<file path="src/rtl/psum_drain_pkg.sv">
// Shared types and helpers for the psum_drain output drain.
package psum_drain_pkg;

  typedef enum logic {
    IDLE  = 1'b0,
    DRAIN = 1'b1
  } state_t;

  // Width of the beat index; at least one bit even for degenerate sizes.
  function automatic int unsigned idx_w(input int unsigned n);
    return (n < 2) ? 1 : $clog2(n);
  endfunction

endpackage

</file>
<file path="src/rtl/psum_drain_buf.sv">
// N_ROWS x WIDTH partial-sum buffer: parallel load, indexed read.
module psum_drain_buf #(
  parameter int unsigned N_ROWS = 8,
  parameter int unsigned WIDTH  = 16,
  parameter int unsigned IDX_W  = 3
) (
  input  logic                      clk,
  input  logic                      rst,
  input  logic                      wr_en,
  input  logic [N_ROWS*WIDTH-1:0]   wr_data,
  input  logic [IDX_W-1:0]          rd_idx,
  output logic [WIDTH-1:0]          rd_data
);

  logic [N_ROWS-1:0][WIDTH-1:0] mem;

  // Capture a whole column at once; reset wipes any partially drained set.
  always_ff @(posedge clk or posedge rst) begin
    if (rst) begin
      mem <= '0;
    end else if (wr_en) begin
      mem <= wr_data;
    end
  end

  // Row select for the current beat.
  always_comb begin
    rd_data = mem[rd_idx];
  end

endmodule

</file>
<file path="src/rtl/psum_drain.sv">
// Column output drain: parallel load of N_ROWS partial sums, serialized
// over a valid/ready stream, row 0 first.
// Optional midpoint bias compensation of truncated LSBs: PSUM_DRAIN_COMP_EN.
module psum_drain
  import psum_drain_pkg::*;
#(
  parameter int unsigned N_ROWS     = 8,
  parameter int unsigned WIDTH      = 16,
  parameter int unsigned IGNORE_BIT = 0
) (
  input  logic                    clk,
  input  logic                    rst,
  input  logic                    load_valid,
  output logic                    load_ready,
  input  logic [N_ROWS*WIDTH-1:0] load_data,
  output logic                    out_valid,
  input  logic                    out_ready,
  output logic [WIDTH-1:0]        out_data,
  output logic                    out_last,
  output logic                    busy
);

  localparam int unsigned IDX_W = idx_w(N_ROWS);

`ifdef PSUM_DRAIN_COMP_EN
  localparam bit COMP_ON = (IGNORE_BIT > 0);
`else
  localparam bit COMP_ON = 1'b0;
`endif

  // Bits [IGNORE_BIT-1:0] cleared, then bit IGNORE_BIT-1 set: no carry into upper bits.
  localparam logic [WIDTH-1:0] CLR_MASK = (IGNORE_BIT > 0) ? ((WIDTH'(1) << IGNORE_BIT) - WIDTH'(1)) : '0;
  localparam logic [WIDTH-1:0] SET_MASK = (IGNORE_BIT > 0) ? (WIDTH'(1) << (IGNORE_BIT - 1)) : '0;

  state_t           state, state_nxt;
  logic [IDX_W-1:0] idx, idx_nxt;
  logic             last_row, beat, load_en;
  logic [WIDTH-1:0] rd_data, comp_data;

  psum_drain_buf #(
    .N_ROWS (N_ROWS),
    .WIDTH  (WIDTH),
    .IDX_W  (IDX_W)
  ) u_buf (
    .clk     (clk),
    .rst     (rst),
    .wr_en   (load_en),
    .wr_data (load_data),
    .rd_idx  (idx),
    .rd_data (rd_data)
  );

  // Handshake decode; load_ready also opens on the last-beat cycle for zero-bubble reloads.
  always_comb begin
    last_row   = (idx == IDX_W'(N_ROWS - 1));
    out_valid  = (state == DRAIN);
    busy       = (state == DRAIN);
    beat       = out_valid && out_ready;
    out_last   = out_valid && last_row;
    load_ready = (state == IDLE) || (beat && last_row);
    load_en    = load_valid && load_ready;
  end

  // Output word, optionally bias-compensated; held at zero outside DRAIN.
  always_comb begin
    comp_data = COMP_ON ? ((rd_data & ~CLR_MASK) | SET_MASK) : rd_data;
    out_data  = out_valid ? comp_data : '0;
  end

  // Next state and beat index; a load on the last beat wins over the return to IDLE.
  always_comb begin
    state_nxt = state;
    idx_nxt   = idx;
    if (load_en) begin
      state_nxt = DRAIN;
      idx_nxt   = '0;
    end else if (beat) begin
      if (last_row) begin
        state_nxt = IDLE;
        idx_nxt   = '0;
      end else begin
        idx_nxt = idx + IDX_W'(1);
      end
    end
  end

  // State and index registers.
  always_ff @(posedge clk or posedge rst) begin
    if (rst) begin
      state <= IDLE;
      idx   <= '0;
    end else begin
      state <= state_nxt;
      idx   <= idx_nxt;
    end
  end

endmodule
</file>
<file path="config.mk">
export PLATFORM = sky130hd
export DESIGN_NAME = psum_drain
export DESIGN_NICKNAME = d
export VERILOG_FILES = /design/src/rtl/psum_drain_pkg.sv /design/src/rtl/psum_drain_buf.sv /design/src/rtl/psum_drain.sv
export SDC_FILE = /design/constraint.sdc
export NUM_CORES = 1
export LEC_CHECK = 0
export ABC_AREA = 1
export CORE_MARGIN = 2
export CORE_UTILIZATION = 40
export CTS_CLUSTER_SIZE = 20
export DETAILED_ROUTE_END_ITERATION = 6
export PLACE_DENSITY = 0.66
export SYNTH_ARGS = -nofsm -noshare
export SYNTH_HDL_FRONTEND = slang
export SYNTH_SLANG_ARGS = --single-unit
export TNS_END_PERCENT = 1
</file>
<file path="constraint.sdc">
create_clock -name clk -period 4 [get_ports clk]
set_clock_uncertainty 0.2 [all_clocks]
set_input_delay 0.4 -clock clk [delete_from_list [all_inputs] [get_ports clk]]
set_output_delay 0.4 -clock clk [all_outputs]
set_load 0.03 [all_outputs]
</file>
==> results of run 1 <==
-- state kept, by name, indices dropped and copies added, names as in the netlist --
name / flops
busy: 1
u_buf.mem: 128
idx: 3
-- cell families (layout without fill, tap and decap cells) --
logic type / after synthesis / after routing / share of synthesized area, %
AND/OR/NAND/NOR: 408 / 408 / 25.2
buffers and inverters: 191 / 333 / 13.7
AO/OA/AOI/OAI: 133 / 133 / 10.2
flip-flops: 132 / 132 / 50.5
adder cells (fa/ha/maj): 2 / 2 / 0.383
-- through the flow --
stage          power, mW  cell area, µm²  setup WS (ns)
6_report            7.04            8710          0.617
5_1_grt             7.56            8710          0.499
4_1_cts             7.08            8710          0.603
3_5_place_dp        5.43            8080           1.06
3_3_place_gp        5.36            8080           1.10
2_1_floorplan       4.37            6540           1.76
-- power groups by stage --
| stage | clock (mW) | combinational (mW) | sequential, mW |
|---|---|---|---|
| 4_1_cts | 1.66 | 3.19 | 2.23 |
| 3_5_place_dp | 0 | 3.18 | 2.25 |
| 2_1_floorplan | 0 | 2.20 | 2.16 |
| 5_1_grt | 1.72 | 3.54 | 2.29 |
| 3_3_place_gp | 0 | 3.14 | 2.23 |
| 6_report | 1.64 | 3.17 | 2.23 |
-- critical path, stage by stage, from the launching register on --
cell and delay (ns):
dfrtp_2 0.36, buf_4 0.56, ha_1 0.26, ha_1 0.22, nand2_1 0.09, nand2_2 0.15
clkdlybuf4s50_1 0.71
-- final timing paths --
kind,startpoint,to
max in group asynchronous,rst,u_buf.mem[124]
worst min register to register,u_buf.mem[7],u_buf.mem[7]
worst max register to register,idx[0],u_buf.mem[124]
min in group asynchronous,rst,u_buf.mem[5]
worst min-delay path,u_buf.mem[7],u_buf.mem[7]
worst max-delay path,idx[0],load_ready
-- placed cells by master, fill, tap and decap left out, drive strengths merged, types with 3 or more instances in the layout --
cell type      netlist  layout
clkdlybuf4s50        0     151
o21ai                3       3
nand2              166     166
clkinvlp             0       4
clkbuf               6      25
inv                135     134
a21oi              129     129
dfrtp              132     132
nand3               81      81
bufinv               0       3
buf                 50      15
nor2               160     160
-- layer usage --
| layer | routed length, µm | up-vias |
|---|---|---|
| met5 | 0 | - |
| met4 | 293 | 0 |
| met3 | 1000 | 20 |
| met2 | 8070 | 165 |
| met1 | 8260 | 2628 |
| li1 | - | 2908 |
-- layout make-up --
cell class	count	area [µm²]
Clock buffer	25	515
Sequential cell	132	3300
Timing Repair Buffer	166	1650
Fill cell	1514	7230
Inverter	135	510
Multi-Input combinational cell	543	2350
Clock inverter	7	118
Tap cell	216	270
==> flow_metrics.tcl, run 1 <==
set metrics [dict create \
    first_iter_violations 498 \
    synth.avg_cell_area_um2 7.55 \
    stdcell_count 1224 \
    synth_seq_cells 132 \
    clk_pin_slew_worst_paths_ns 0.06 \
    slew_violations 0 \
    syn-num-nets 1000 \
    busiest_layer "met2" \
    p_sw_mw 2.79 \
    ios 152 \
    grtUsageMet2_pct 32.3 \
    required_ns 3.40 \
    setup-tns-final_ns 0 \
    reg2reg_slack_ns 1.14 \
    min_path_cells 2 \
    rows 46 \
    setup_viol 0 \
    cts_buffers 17 \
    status "finished, final reports clean" \
    finalNetCount 1129 \
    p_per_area_nw_per_um2 808 \
    clk_path_buf_depth 2 \
    maxCapViolations 0 \
    antenna_cells 0 \
    die_h_um 132 \
    via_per_inst 4.67 \
    cts_num_sinks 132 \
    htree_num_levels 4 \
    seqPwrFrac_pct 31.6 \
    core_area_um2 15900 \
    synth_warnings 0 \
    period_needed_ns 3.38 \
    ys_async_sr_fraction_pct 100 \
    post-synth-top-count-cell "nand2_1" \
    synthFlopType "dfrtp_1" \
    clk_latency_ns 0.42 \
    num_vias 5721 \
    grt_max_degree 133 \
    hold_path_class "reg2reg" \
    crit_path_end_kind "primary output" \
    drc 0 \
    grt_use_met3_pct 5.23 \
    cts_setup_buffers 0 \
    synthesis.area_um2 6540 \
    wl_per_cell_um 14.4 \
    post-route-period-util_pct 84.6 \
    firstDrtPassIters 5 \
    grt_pass1_vias 5642 \
    netlist.area_leader.share_pct 50.5 \
    grt_pass1_wl_um 28900 \
    overflow 0 \
    initial_core_util_pct 41.0 \
    io_buffers 151 \
    rsz0062_at_grt "false" \
    die_x_um 132 \
    p_clk_share_pct 23.4 \
    synthDistinctLibCells 17 \
    crit_arrival_ns 2.78 \
    grt_antenna_before_repair 0 \
    r2r_cells 9 \
    combPwrFrac_pct 45.0 \
    grt_usage_pct 21.2 \
    yosys-top-cells-area "dfrtp_1 (51%), a21oi_1 (9.9%), nand2_1 (9.4%)" \
    netlist_instances 866 \
    syn2layout_area_growth_pct 33.3 \
    gp_congestion 0.816 \
    leakagePower_nw 4.43 \
    cts-root-buf "clkbuf_16" \
    synth_common_cells "nand2_1 (164), nor2_1 (160), inv_1 (135)" \
    crit_type "reg2out" \
    postRouteAntennaNets 0 \
    wl_um 17600 \
    synth_edf_count 0 \
    ctsHoldBuffers 0 \
    grt_util_met1_pct 29.8 \
    hold_viol 0 \
    drive_above_1_share_pct 4.96 \
    slew_headroom_pct 45.9 \
    final_core_utilization_pct 54.7 \
    worst_slew_pin_slew_ns 0.812 \
    intPower_mw 4.25 \
    cts_tree "yes" \
    worst_ir_drop_vdd_mv 0.390 \
    whs_ns 0.308 \
    swShare_pct 39.6 \
    ctsResizeCount 0 \
    critPathLaunchType "flop" \
    path_max_fanout 66 \
    dp_hpwl_um 12500 \
    post-place-cells 1192 \
    die_area_um2 17400 \
    yosys.area.top_type "dfrtp_1" \
    seq_area_frac_synth_pct 50.5 \
    fmax_mhz 296 \
]
(Power assumes the default switching activity.)
==> run 2: changes to the inputs <==
==> constraint.sdc (replaced) <==
create_clock -name clk -period 3.1 [get_ports clk]
set_clock_uncertainty 0.2 [all_clocks]
set_input_delay 0.31 -clock clk [delete_from_list [all_inputs] [get_ports clk]]
set_output_delay 0.31 -clock clk [all_outputs]
set_load 0.03 [all_outputs]
==> run 2 against run 1 <==
Net effect:
- count of clock-buffer cells in the layout is 2 lower
- sequential power rose by 27%
- sequential share of layout area fell by 0.23 points
- die area unchanged
- utilization is 0.34 points higher
- cell count is 0.16% higher
- register-to-register slack got worse by 0.58 ns
- critical path depth unchanged
- flip-flop and latch count unchanged
- setup slack lost 0.46 ns
- total power up 30%
- cell area rose by 0.62%
- critical path type unchanged
- critical endpoint is now out_last
- highest routed layer is now met5
==> flow_metrics.tcl, run 2 (synthesis results as in run 1) <==
set metrics [dict create \
    status "finished, final reports clean" \
    core_area_um2 15900 \
    r2r_cells 9 \
    hold_viol 0 \
    largest_reg_flops 128 \
    wl_um 17700 \
    p_sw_mw 3.63 \
    cts_setup_buffers 0 \
    path_cells "buf_6 > ha_1 > ha_1 > nand2_1 > inv_1 > clkdlybuf4s50_1" \
    grt_pass1_vias 5638 \
    grt_usage_pct 21.2 \
    ctsHoldBuffers 0 \
    rows 46 \
    rsz0062_at_grt "false" \
    intPower_mw 5.51 \
    worst_slew_pin_slew_ns 0.705 \
    die_area_um2 17400 \
    dp_hpwl_um 12400 \
    grt_antenna_before_repair 1 \
    whs_ns 0.259 \
    crit_type "reg2out" \
    path_common_cell "ha_1" \
    postRouteAntennaNets 0 \
    fmax_mhz 340 \
    grt_max_degree 133 \
    clk_pin_slew_worst_paths_ns 0.06 \
    firstDrtPassIters 5 \
    die_h_um 132 \
    crit_arrival_ns 2.43 \
    cts-root-buf "clkbuf_16" \
    period_needed_ns 2.94 \
    cts_buffers 17 \
    pre_cts_slack_ns 0.488 \
    grt_util_met1_pct 28.5 \
    finalNetCount 1131 \
    final_common_cell "nand2_1" \
    htree_num_levels 4 \
    clk_path_buf_depth 2 \
    syn2layout_area_growth_pct 34.1 \
    crit_path_end_kind "primary output" \
    combPwrFrac_pct 45.5 \
    hold_path_class "in2async" \
    required_ns 2.59 \
    power_mw 9.14 \
    grt_pass1_wl_um 28900 \
    cts_num_sinks 132 \
    num_vias 5737 \
    leakagePower_nw 4.47 \
    critPathLaunchType "flop" \
    gp_congestion 0.796 \
    die_x_um 132 \
    final.setup.worst_slack_ns 0.157 \
    ctsResizeCount 0 \
    path_max_fanout 45 \
    wl_per_cell_um 14.4 \
    grtUsageMet2_pct 34.0 \
    top_register "u_buf.mem" \
    busiest_layer "met2" \
    setup_viol 0 \
    post-route-period-util_pct 95.0 \
    setup-tns-final_ns 0 \
    layout_common_cells "nand2_1 (164), nor2_1 (160), clkdlybuf4s50_1 (142)" \
    p_per_area_nw_per_um2 1040 \
    first_iter_violations 410 \
    p_clk_share_pct 23.4 \
    io_buffers 151 \
    ios 152 \
    slowest_stage "clkdlybuf4s50_1" \
    clk_latency_ns 0.41 \
    worstSetupStartpoint "idx[0]" \
    seqPwrFrac_pct 31.1 \
    via_per_inst 4.68 \
    slowest_delay_ns 0.70 \
    drive_above_1_share_pct 5.94 \
    slew_headroom_pct 53.0 \
    drc 0 \
    swShare_pct 39.7 \
    initial_core_util_pct 41.0 \
    worst_ir_drop_vdd_mv 0.516 \
    stdcell_count 1226 \
    slew_violations 0 \
    grt_use_met3_pct 4.88 \
    overflow 0 \
    maxCapViolations 0 \
    cts_tree "yes" \
    regToRegStartpoint "idx[0]" \
    post-place-cells 1194 \
    antenna_cells 0 \
]
run 2: worst paths after layout:
kind | slack (ns) | end
setup / recovery | 0.16 | out_last
hold / removal | 0.26 | u_buf.mem[6]
setup reg to reg | 0.56 | u_buf.mem[51]
hold reg to reg | 0.31 | u_buf.mem[93]
max in group asynchronous | 1.89 | idx[0]
min in group clk | 0.26 | u_buf.mem[88]
run 2: metrics by stage:
step	util, %	cell area [µm²]
CTS	55.0	8760
global route	55.0	8770
global placement	51.0	8140
detailed placement	51.0	8140
floorplan	-	6540
finish	55.0	8770
run 2: power by group through the flow:
stage / Sequential [mW] / Combinational (mW) / Clock (mW)
after floorplan: 2.79 / 2.84 / 0
after global placement: 2.83 / 4.11 / 0
after detailed placement: 2.87 / 4.17 / 0
after CTS: 2.84 / 4.19 / 2.17
after global routing: 2.93 / 4.65 / 2.24
final: 2.84 / 4.16 / 2.14
run 2: layer usage:
layer / share of wire [%] / vias to the layer above
li1: - / 2910
met5: 0.073 / -
met3: 6.0 / 18
met1: 46 / 2645
met2: 47 / 162
met4: 1.4 / 2
run 2: worst max-delay path, delay by kind of cell (launching register included):
family | cells | cell delay, ns
adder cells (fa/ha/maj) | 2 | 0.42
buffers and inverters | 3 | 1.14
flip-flops | 1 | 0.38
AND/OR/NAND/NOR | 1 | 0.08
run 2: cell type report:
type                    count  area [µm²]
clock inverters             9         150
fillers                  1544        7170
clock buffers              23         478
well taps                 216         270
repair buffers            168        1710
flip-flops and latches    132        3300
multi-input cells         543        2350
inverters                 135         510
==> run 3: changes to the inputs <==
--- a/config.mk
+++ b/config.mk
@@ -5,12 +5,11 @@
 export SDC_FILE = /design/constraint.sdc
 export NUM_CORES = 1
 export LEC_CHECK = 0
-export ABC_AREA = 1
 export CORE_MARGIN = 2
 export CORE_UTILIZATION = 40
 export CTS_CLUSTER_SIZE = 20
 export DETAILED_ROUTE_END_ITERATION = 6
-export PLACE_DENSITY = 0.66
+export PLACE_DENSITY = 0.65
 export SYNTH_ARGS = -nofsm -noshare
 export SYNTH_HDL_FRONTEND = slang
 export SYNTH_SLANG_ARGS = --single-unit
==> run 3 against run 2 <==
Net effect:
- hold slack lost 0.10 ns
- setup slack gained 0.10 ns
- maximum frequency grew 3.7%
- sequential share of layout area shrank 0.67 points
- largest cell class unchanged
- largest power group unchanged
==> flow_metrics.tcl, run 3 <==
set metrics [dict create \
    die_x_um 134 \
    worst_slew_pin_slew_ns 0.879 \
    synth_edf_count 0 \
    synthFlopType "dfrtp_1" \
    path_max_fanout 16 \
    wl_um 15400 \
    critPathTopFamily "simple AND/OR/NAND/NOR gates" \
    slew_headroom_pct 41.3 \
    cts_buffers 17 \
    grt_pass1_vias 4420 \
    clk_pin_slew_worst_paths_ns 0.06 \
    slew_violations 0 \
    ios 152 \
    io_buffers 151 \
    period_needed_ns 2.84 \
    rsz0062_at_grt "false" \
    setup-tns-final_ns 0 \
    netlist.area_leader.share_pct 48.8 \
    reg2reg_slack_ns 0.45 \
    slowest_delay_ns 0.68 \
    status "finished, final reports clean" \
    ys_async_sr_fraction_pct 100 \
    cts_tree "yes" \
    first_iter_violations 169 \
    required_ns 2.59 \
    crit_path_end_kind "primary output" \
    post-route-period-util_pct 91.6 \
    firstDrtPassIters 5 \
    htree_num_levels 4 \
    grt_pass1_wl_um 24900 \
    crit_arrival_ns 2.33 \
    top_register "u_buf.mem" \
    postRouteAntennaNets 0 \
    dpl_cell_area_um2 8380 \
    drc 0 \
    grt_max_degree 84 \
    clk_latency_ns 0.42 \
    stdcell_count 789 \
    drive_above_1_share_pct 39.0 \
    syn-num-nets 535 \
    fmax_mhz 352 \
    synthesis.area_um2 6770 \
    hold_viol 0 \
    antenna_cells 0 \
    path_cells "buf_4 > nor2_2 > a221oi_1 > dlygate4sd2_1" \
    synth.avg_cell_area_um2 16.9 \
    final_core_utilization_pct 53.9 \
    final.setup.worst_slack_ns 0.261 \
    post-synth-top-count-cell "dfrtp_1" \
    crit_type "reg2out" \
    clk_path_buf_depth 2 \
    whs_ns 0.156 \
    layout_common_cells "clkdlybuf4s50_1 (133), dfrtp_1 (131), mux2_4 (120)" \
    synth_warnings 0 \
    worst_ir_drop_vdd_mv 0.612 \
    via_per_inst 4.88 \
    num_vias 3851 \
    p_per_area_nw_per_um2 1000 \
    yosys.area.top_type "dfrtp_1" \
    largest_reg_flops 128 \
    overflow 0 \
    grt_antenna_before_repair 2 \
    cts_num_sinks 132 \
    cts-root-buf "clkbuf_16" \
    fillers 1368 \
    final_common_cell "clkdlybuf4s50_1" \
    synthDistinctLibCells 27 \
    rows 47 \
    power_mw 8.95 \
    dp_hpwl_um 11100 \
    crit_buf_inv 2 \
    post-place-cells 758 \
    seq_area_frac_synth_pct 48.8 \
    syn2layout_area_growth_pct 32.0 \
    initial_core_util_pct 40.8 \
    grt_usage_pct 18.4 \
    hold_path_class "in2async" \
    setup_viol 0 \
    leakagePower_nw 4.29 \
    synth_seq_cells 132 \
    wl_per_cell_um 19.5 \
    gp_congestion 0.798 \
    synth_common_cells "dfrtp_1 (132), mux2_4 (120), mux2_2 (25)" \
    maxCapViolations 0 \
    slowest_stage "nor2_2" \
    critPathLaunchType "flop" \
    die_area_um2 18000 \
    die_h_um 134 \
    yosys-top-cells-area "dfrtp_1 (49%), mux2_4 (27%), mux2_2 (4.2%)" \
    netlist_instances 401 \
    pre_cts_slack_ns 0.381 \
    design_area_um2 8930 \
    core_area_um2 16600 \
    finalNetCount 691 \
]
run 3: cell types whose count changed after synthesis, sizes merged, moves of 13 or more:
cell,change
nand2,-164
nor2,-158
mux2,+145
a21oi,-128
inv,-118
nand3,-81
buf,-24
mux2i,+17
a221oi,+16
mux4,+16
o21ai,+13
run 3: logic make-up (layout without fill, tap and decap cells):
logic type / count (synthesis) / count (layout) / share of synthesized area, %
flip-flops: 132 / 132 / 48.8
AND/OR/NAND/NOR: 7 / 7 / 0.721
multiplexers: 178 / 178 / 39.1
AO/OA/AOI/OAI: 36 / 36 / 4.57
buffers and inverters: 46 / 214 / 6.45
adder cells (fa/ha/maj): 2 / 2 / 0.370
run 3: final timing paths:
check / cells after the start / to / startpoint
max in group asynchronous: 3 / u_buf.mem[71] / rst
worst min register to register: 1 / u_buf.mem[53] / u_buf.mem[53]
worst min-delay path: 3 / u_buf.mem[18] / rst
worst max register to register: 6 / u_buf.mem[2] / idx[2]
worst max-delay path: 4 / out_data[3] / idx[1]
min in group clk: 2 / u_buf.mem[118] / load_data[118]
run 3: worst register-to-register path: cells and delay by family, from the launching register on:
family,cells,cell delay [ns]
adder cells (fa/ha/maj),1,0.27
buffers and inverters,2,0.57
flip-flops,1,0.59
multiplexers,1,0.37
AO/OA/AOI/OAI,1,0.26
AND/OR/NAND/NOR,1,0.29
run 3: what timing repair did:
| action | 4_1_cts | 5_1_grt |
|---|---|---|
| hold buffers | 0 | 0 |
| pin swaps | 0 | 0 |
| endpoints found under the setup margin | 8 | 4 |
| resized for setup | 5 | 4 |
| setup buffers | 0 | 0 |
run 3: power by group:
group	leakage (nW)	internal, mW	switching [mW]
registers	1.61	2.57	0.522
clock network	0.268	1.13	0.739
logic	2.41	2.38	1.61
total	4.29	6.08	2.87
run 3: cell type report:
type                       count  area [µm²]  share of cell area (%)
multi-input combinational    223        3040                    34.0
clock buffer                  21         460                    5.15
clock inverter                10        83.8                   0.938
timing repair buffer         166        1700                    19.1
inverter                      17        67.6                   0.756
sequential                   132        3310                    37.0
tap                          220         275                    3.08
run 3: metal layers:
metal	global-route usage, %	part of all wire (%)	vias up
met3	6.80	7.1	15
met1	25.6	48	1935
met5	0	0	-
met4	6.02	1.4	0
met2	26.7	44	112
li1	-	-	1789
==> edit 1: new RTL, settings of run 3 <==
`N_ROWS` is set to 8 in 2 places; all go to 16.
--- a/src/rtl/psum_drain_buf.sv
+++ b/src/rtl/psum_drain_buf.sv
@@ -1,6 +1,6 @@
 // N_ROWS x WIDTH partial-sum buffer: parallel load, indexed read.
 module psum_drain_buf #(
-  parameter int unsigned N_ROWS = 8,
+  parameter int unsigned N_ROWS = 16,
   parameter int unsigned WIDTH  = 16,
   parameter int unsigned IDX_W  = 3
 ) (
--- a/src/rtl/psum_drain.sv
+++ b/src/rtl/psum_drain.sv
@@ -4,7 +4,7 @@
 module psum_drain
   import psum_drain_pkg::*;
 #(
-  parameter int unsigned N_ROWS     = 8,
+  parameter int unsigned N_ROWS     = 16,
   parameter int unsigned WIDTH      = 16,
   parameter int unsigned IGNORE_BIT = 0
 ) (
Ports: changed (resized load_data); port bits go from 152 to 280. The function was not compared with the original's and may differ.
==> edit 1 against run 3 <==
Design area rose by 89%; power is 89% higher; routed wire length rose by 110%; synthesized area grew 86%; sequential cell count increased by 129; worst setup slack got worse by 0.23 ns; global-route usage rose by 1.5 points; largest power group unchanged.
==> edit 1: results (changes against run 3) <==
[clocking]
clk_pin_slew_ns = 0.06  ; about the same
clock_path_buffers = 3  ; +1
insertion_delay_ns = 0.54  ; +0.12 ns
htree_levels = 1  ; -3

[logic_synthesis]
ys_seq_area_frac = 0.520  ; +0.0318
synthesis.nets = 962  ; +80%
netlist_top_cells_area = dfrtp_1 (52%), mux2_4 (24%), mux4_2 (11%)
yosys-top-cells-count = dfrtp_1 (261), mux2_4 (198), mux4_2 (64)
avgSynthCellArea_um2 = 17.9  ; +6.2%
ys_types = 30  ; +11%

[sta]
fin_crit_sh = 0.990  ; +0.0740
relSlewSlack = 0.466  ; +0.0524
whs_ns = 0.129  ; -0.0269 ns

[global_route]
track_usage = 0.199  ; +0.0154
grt_pass1_wl_um = 49500  ; +99%
grt.met1_usage = 0.298  ; +0.0418
antenna_found_initial = 0  ; -2
grt_pass1_vias = 7909  ; +79%
use_met2 = 0.302  ; +0.0354
grt_max_degree = 144  ; +71%

[finish]
fin_cells = 1405  ; +78%
largest_register_ffs = 256  ; +100%
drive_gt1_frac = 0.417  ; +0.0271

[detailed_routing]
first_pass_iters = 6  ; +1
finalWirelength_um = 32600  ; +110%
drt_iter0_markers = 410  ; +140%

[placement]
dpl-instance-area_um2 = 15800  ; +88%
pre_cts_slack_ns = 0.422  ; +0.0415 ns
portBuffers = 279  ; +85%

[worst_setup_path]
arrival_ns = 2.56  ; +0.23 ns
slowest_delay_ns = 0.56  ; -0.12 ns
endpoint = out_data[6]
critical-path-slowest-cell = mux4_2
worstRegToRegCells = 8  ; +2
rrSetupSlack_ns = 0.47  ; +0.02 ns
crit_start = idx[0]$_DFFE_PP0P_

[pwr]
pg_comb_mw = 7.37  ; +85%
p_seq_mw = 6.14  ; +99%
p_leak_nw = 7.18  ; +68%
seqPwrFrac = 0.363  ; +0.017
p_sw_frac = 0.306  ; -0.0153

[outcome]
status = completed

-- edit 1: changes by cell type after synthesis, sizes merged, moves of 13 or more --
| cell | before | now |
|---|---|---|
| dfrtp | 132 | 261 |
| mux2 | 145 | 256 |
| mux4 | 16 | 64 |
| buf | 26 | 47 |
| a221oi | 16 | 0 |
| mux2i | 17 | 1 |
| a221o | 0 | 15 |
| inv | 17 | 2 |
| a22o | 2 | 15 |
-- edit 1: cell type report --
| class | count | area (um2) |
|---|---|---|
| Clock buffer | 41 | 811 |
| Clock inverter | 10 | 128 |
| Fill cell | 2464 | 13900 |
| Inverter | 2 | 11.3 |
| Multi-Input combinational cell | 384 | 5590 |
| Sequential cell | 261 | 6540 |
| Tap cell | 396 | 495 |
| Timing Repair Buffer | 311 | 3270 |
-- edit 1: worst register-to-register path: cells and delay by family, from the launching register on --
kind | cells | cell delay, ns
adders and majority gates | 1 | 0.25
and+or+nand+nor | 3 | 0.46
DFF | 1 | 0.43
muxes | 1 | 0.39
buffers and inverters | 3 | 0.79
-- edit 1: timing repair --
| item | 4_1_cts | 5_1_grt |
|---|---|---|
| gates cloned | 1 | 0 |
| setup endpoints to repair | 15 | 15 |
| gates resized for setup | 0 | 7 |
| hold endpoints to repair | 0 | 0 |
| pin swaps | 0 | 1 |
| setup buffers | 3 | 5 |
-- edit 1: logic make-up (layout without fill, tap and decap cells) --
group                      Yosys count  count (layout)  share of synthesized area
DFF                                261             261                      0.520
muxes                              321             321                      0.404
adders and majority gates            1               1                   0.000996
and+or+nand+nor                     20              20                    0.00907
AOI/OAI and AO/OA                   42              42                     0.0278
buffers and inverters               56             364                     0.0380
-- edit 1: layer usage --
metal | routed length [um] | part of all wire
met1 | 14900 | 0.46
met2 | 14700 | 0.45
met3 | 2460 | 0.075
met4 | 548 | 0.017
met5 | 0 | 0
==> edit 2: new RTL, settings of run 3 <==
Without the edit above. Reset style: synchronous (`rst`), changed in 2 clocked blocks.
--- a/src/rtl/psum_drain_buf.sv
+++ b/src/rtl/psum_drain_buf.sv
@@ -15,7 +15,7 @@
   logic [N_ROWS-1:0][WIDTH-1:0] mem;
 
   // Capture a whole column at once; reset wipes any partially drained set.
-  always_ff @(posedge clk or posedge rst) begin
+  always_ff @(posedge clk) begin
     if (rst) begin
       mem <= '0;
     end else if (wr_en) begin
--- a/src/rtl/psum_drain.sv
+++ b/src/rtl/psum_drain.sv
@@ -85,7 +85,7 @@
   end
 
   // State and index registers.
-  always_ff @(posedge clk or posedge rst) begin
+  always_ff @(posedge clk) begin
     if (rst) begin
       state <= IDLE;
       idx   <= '0;
Behaviour: differs if rst is asserted again (counterexample within 4 cycles, from zero or initial values and one cycle with rst high); with rst held inactive, the same outputs for 10 cycles.
==> edit 2 against run 3 <==
Worst setup slack lost 0.019 ns; count of clock-buffer cells in the layout grew 9; first-iteration DRC count grew to 3.7 times the old value; synthesized area shrank 9.5%; largest cell class is now multi-input gates; sequential cell count is the same; critical endpoint is now out_last; die area shrank 9.2%; routed wire length grew 29%; via count grew 53%; register-to-register slack gained 0.16 ns; design area shrank 7.4%; critical path type unchanged.
Power is not compared: it rests on default switching activity, and its combinational part moved more than twofold at a synthesized area within 25%.
==> edit 2: results (changes against run 3) <==
[outcome]
status = completed

[finish]
n_antenna_cell = 0  ; unchanged
largest_register_ffs = 128  ; unchanged
drive_gt1_frac = 0.0850  ; -0.305
regMostFlops = u_buf.mem
nets = 933  ; +35%

[clocking]
cts_buffers = 17  ; unchanged
post_cts_buffers = 0  ; unchanged
ctsResizeCount = 0  ; -5
htree_levels = 4  ; unchanged
insertion_delay_ns = 0.42  ; about the same
cts_root_buf = clkbuf_16
clk_pin_slew_ns = 0.05
clock_path_buffers = 2  ; unchanged
ctsHoldBuffers = 0  ; unchanged

[placement]
portBuffers = 151  ; unchanged
hpwl_um = 13000  ; +17%
gp_congestion = 0.854  ; +7.1%
dpl-instance-area_um2 = 7680  ; -8.3%

[global_route]
met3_usage = 0.0588  ; -0.00918
grt_pass1_wl_um = 30600  ; +23%
grt.met1_usage = 0.325  ; +0.0685
grt_pass1_vias = 5734  ; +30%
use_met2 = 0.377  ; +0.110
grt_max_degree = 129  ; +54%
track_usage = 0.242  ; +0.0581
antenna_found_initial = 0  ; -2

[logic_synthesis]
synthesis.nets = 840  ; +57%
yosys-top-cells-count = dfxtp_1 (132), a21oi_1 (130), nand3_1 (129)
synth_ff_type = dfxtp_1
ys_seq_area_frac = 0.431  ; -0.0567
netlist_top_cells_area = dfxtp_1 (43%), a21oi_1 (11%), nand3_1 (11%)
ys_types = 30  ; +11%
synth-async-reset-ratio = 0  ; -1.00
ys.warnings.count = 0  ; unchanged

[worst_setup_path]
critical-path-slowest-cell = clkdlybuf4s50_1
slowest_delay_ns = 0.67
arrival_ns = 2.35  ; +0.02 ns
crit_fanout = 22  ; +6

[sta]
setup_viol = 0  ; unchanged
tightest_slew_ns = 0.610  ; -0.269 ns

[hold_path]
hold_path_class = in2reg

[detailed_routing]
finalWirelength_um = 19800  ; +29%
first_pass_iters = 5  ; unchanged
drt_iter0_markers = 633  ; +270%
dr_total_vias = 5885  ; +53%

[pwr]
ir_drop_uv = 362
p_leak_nw = 3.03
fin_total_pwr_mw = 4.41

## edit 2: cell types whose count changed after synthesis, sizes merged, moves of 40 or more
cell    before  now
clkbuf       3   43
dfxtp        0  132
nand3        0  129
a21oi        1  130
mux2       145    0
dfrtp      132    0
o21ai       16  129
## edit 2: final cells by class
cell class,instances,area (um2)
Fill cell,1340,6820
Clock buffer,30,554
Timing Repair Buffer,163,1730
Tap cell,188,235
Inverter,2,10.0
Multi-Input combinational cell,483,3060
Sequential cell,132,2640
Clock inverter,2,35.0
## edit 2: power by group
group | internal (mW) | switching [mW] | total (mW)
Sequential | 1.79 | 0.0469 | 1.84
Combinational | 0.292 | 0.305 | 0.597
Clock | 1.27 | 0.702 | 1.98
## edit 2: kinds of logic (layout without fill, tap and decap cells)
family | after synthesis | count (layout) | synth area share
AOI/OAI and AO/OA | 294 | 294 | 0.262
buffers and inverters | 91 | 197 | 0.0695
DFF | 132 | 132 | 0.431
and+or+nand+nor | 139 | 139 | 0.116
muxes | 48 | 48 | 0.117
adders and majority gates | 2 | 2 | 0.00409
## edit 2: per-stage QoR
step | setup WS [ns] | std cells
6_report | 0.242 | 1000
5_1_grt | 0.123 | 1000
4_1_cts | 0.192 | 1000
3_5_place_dp | 0.620 | 968
3_3_place_gp | 0.674 | 968
2_1_floorplan | 1.14 | 706
## edit 2: per-layer routing
| layer | share of wire | vias to the layer above |
|---|---|---|
| met5 | 0 | - |
| met1 | 0.44 | 2813 |
| li1 | - | 2796 |
| met3 | 0.068 | 31 |
| met2 | 0.47 | 245 |
| met4 | 0.024 | 0 |
## edit 2: critical path: cells and delay by family (launching register included)
kind / cells / cell delay, ns
fa+ha+maj: 2 / 0.48
buf+inv: 2 / 0.99
flops: 1 / 0.30
simple gates: 1 / 0.16
## edit 2: path summary, 6_finish.rpt
check,slack (ns),from,depth (start not counted),endpoint
worst max register to register,0.61,idx[0]$_SDFFE_PP0N_,8,u_buf.mem[72]$_SDFFE_PP0P_
worst min register to register,0.27,u_buf.mem[4]$_SDFFE_PP0P_,2,u_buf.mem[4]$_SDFFE_PP0P_
worst min-delay path,0.19,rst,2,u_buf.mem[31]$_SDFFE_PP0P_
worst max-delay path,0.24,idx[0]$_SDFFE_PP0N_,5,out_last
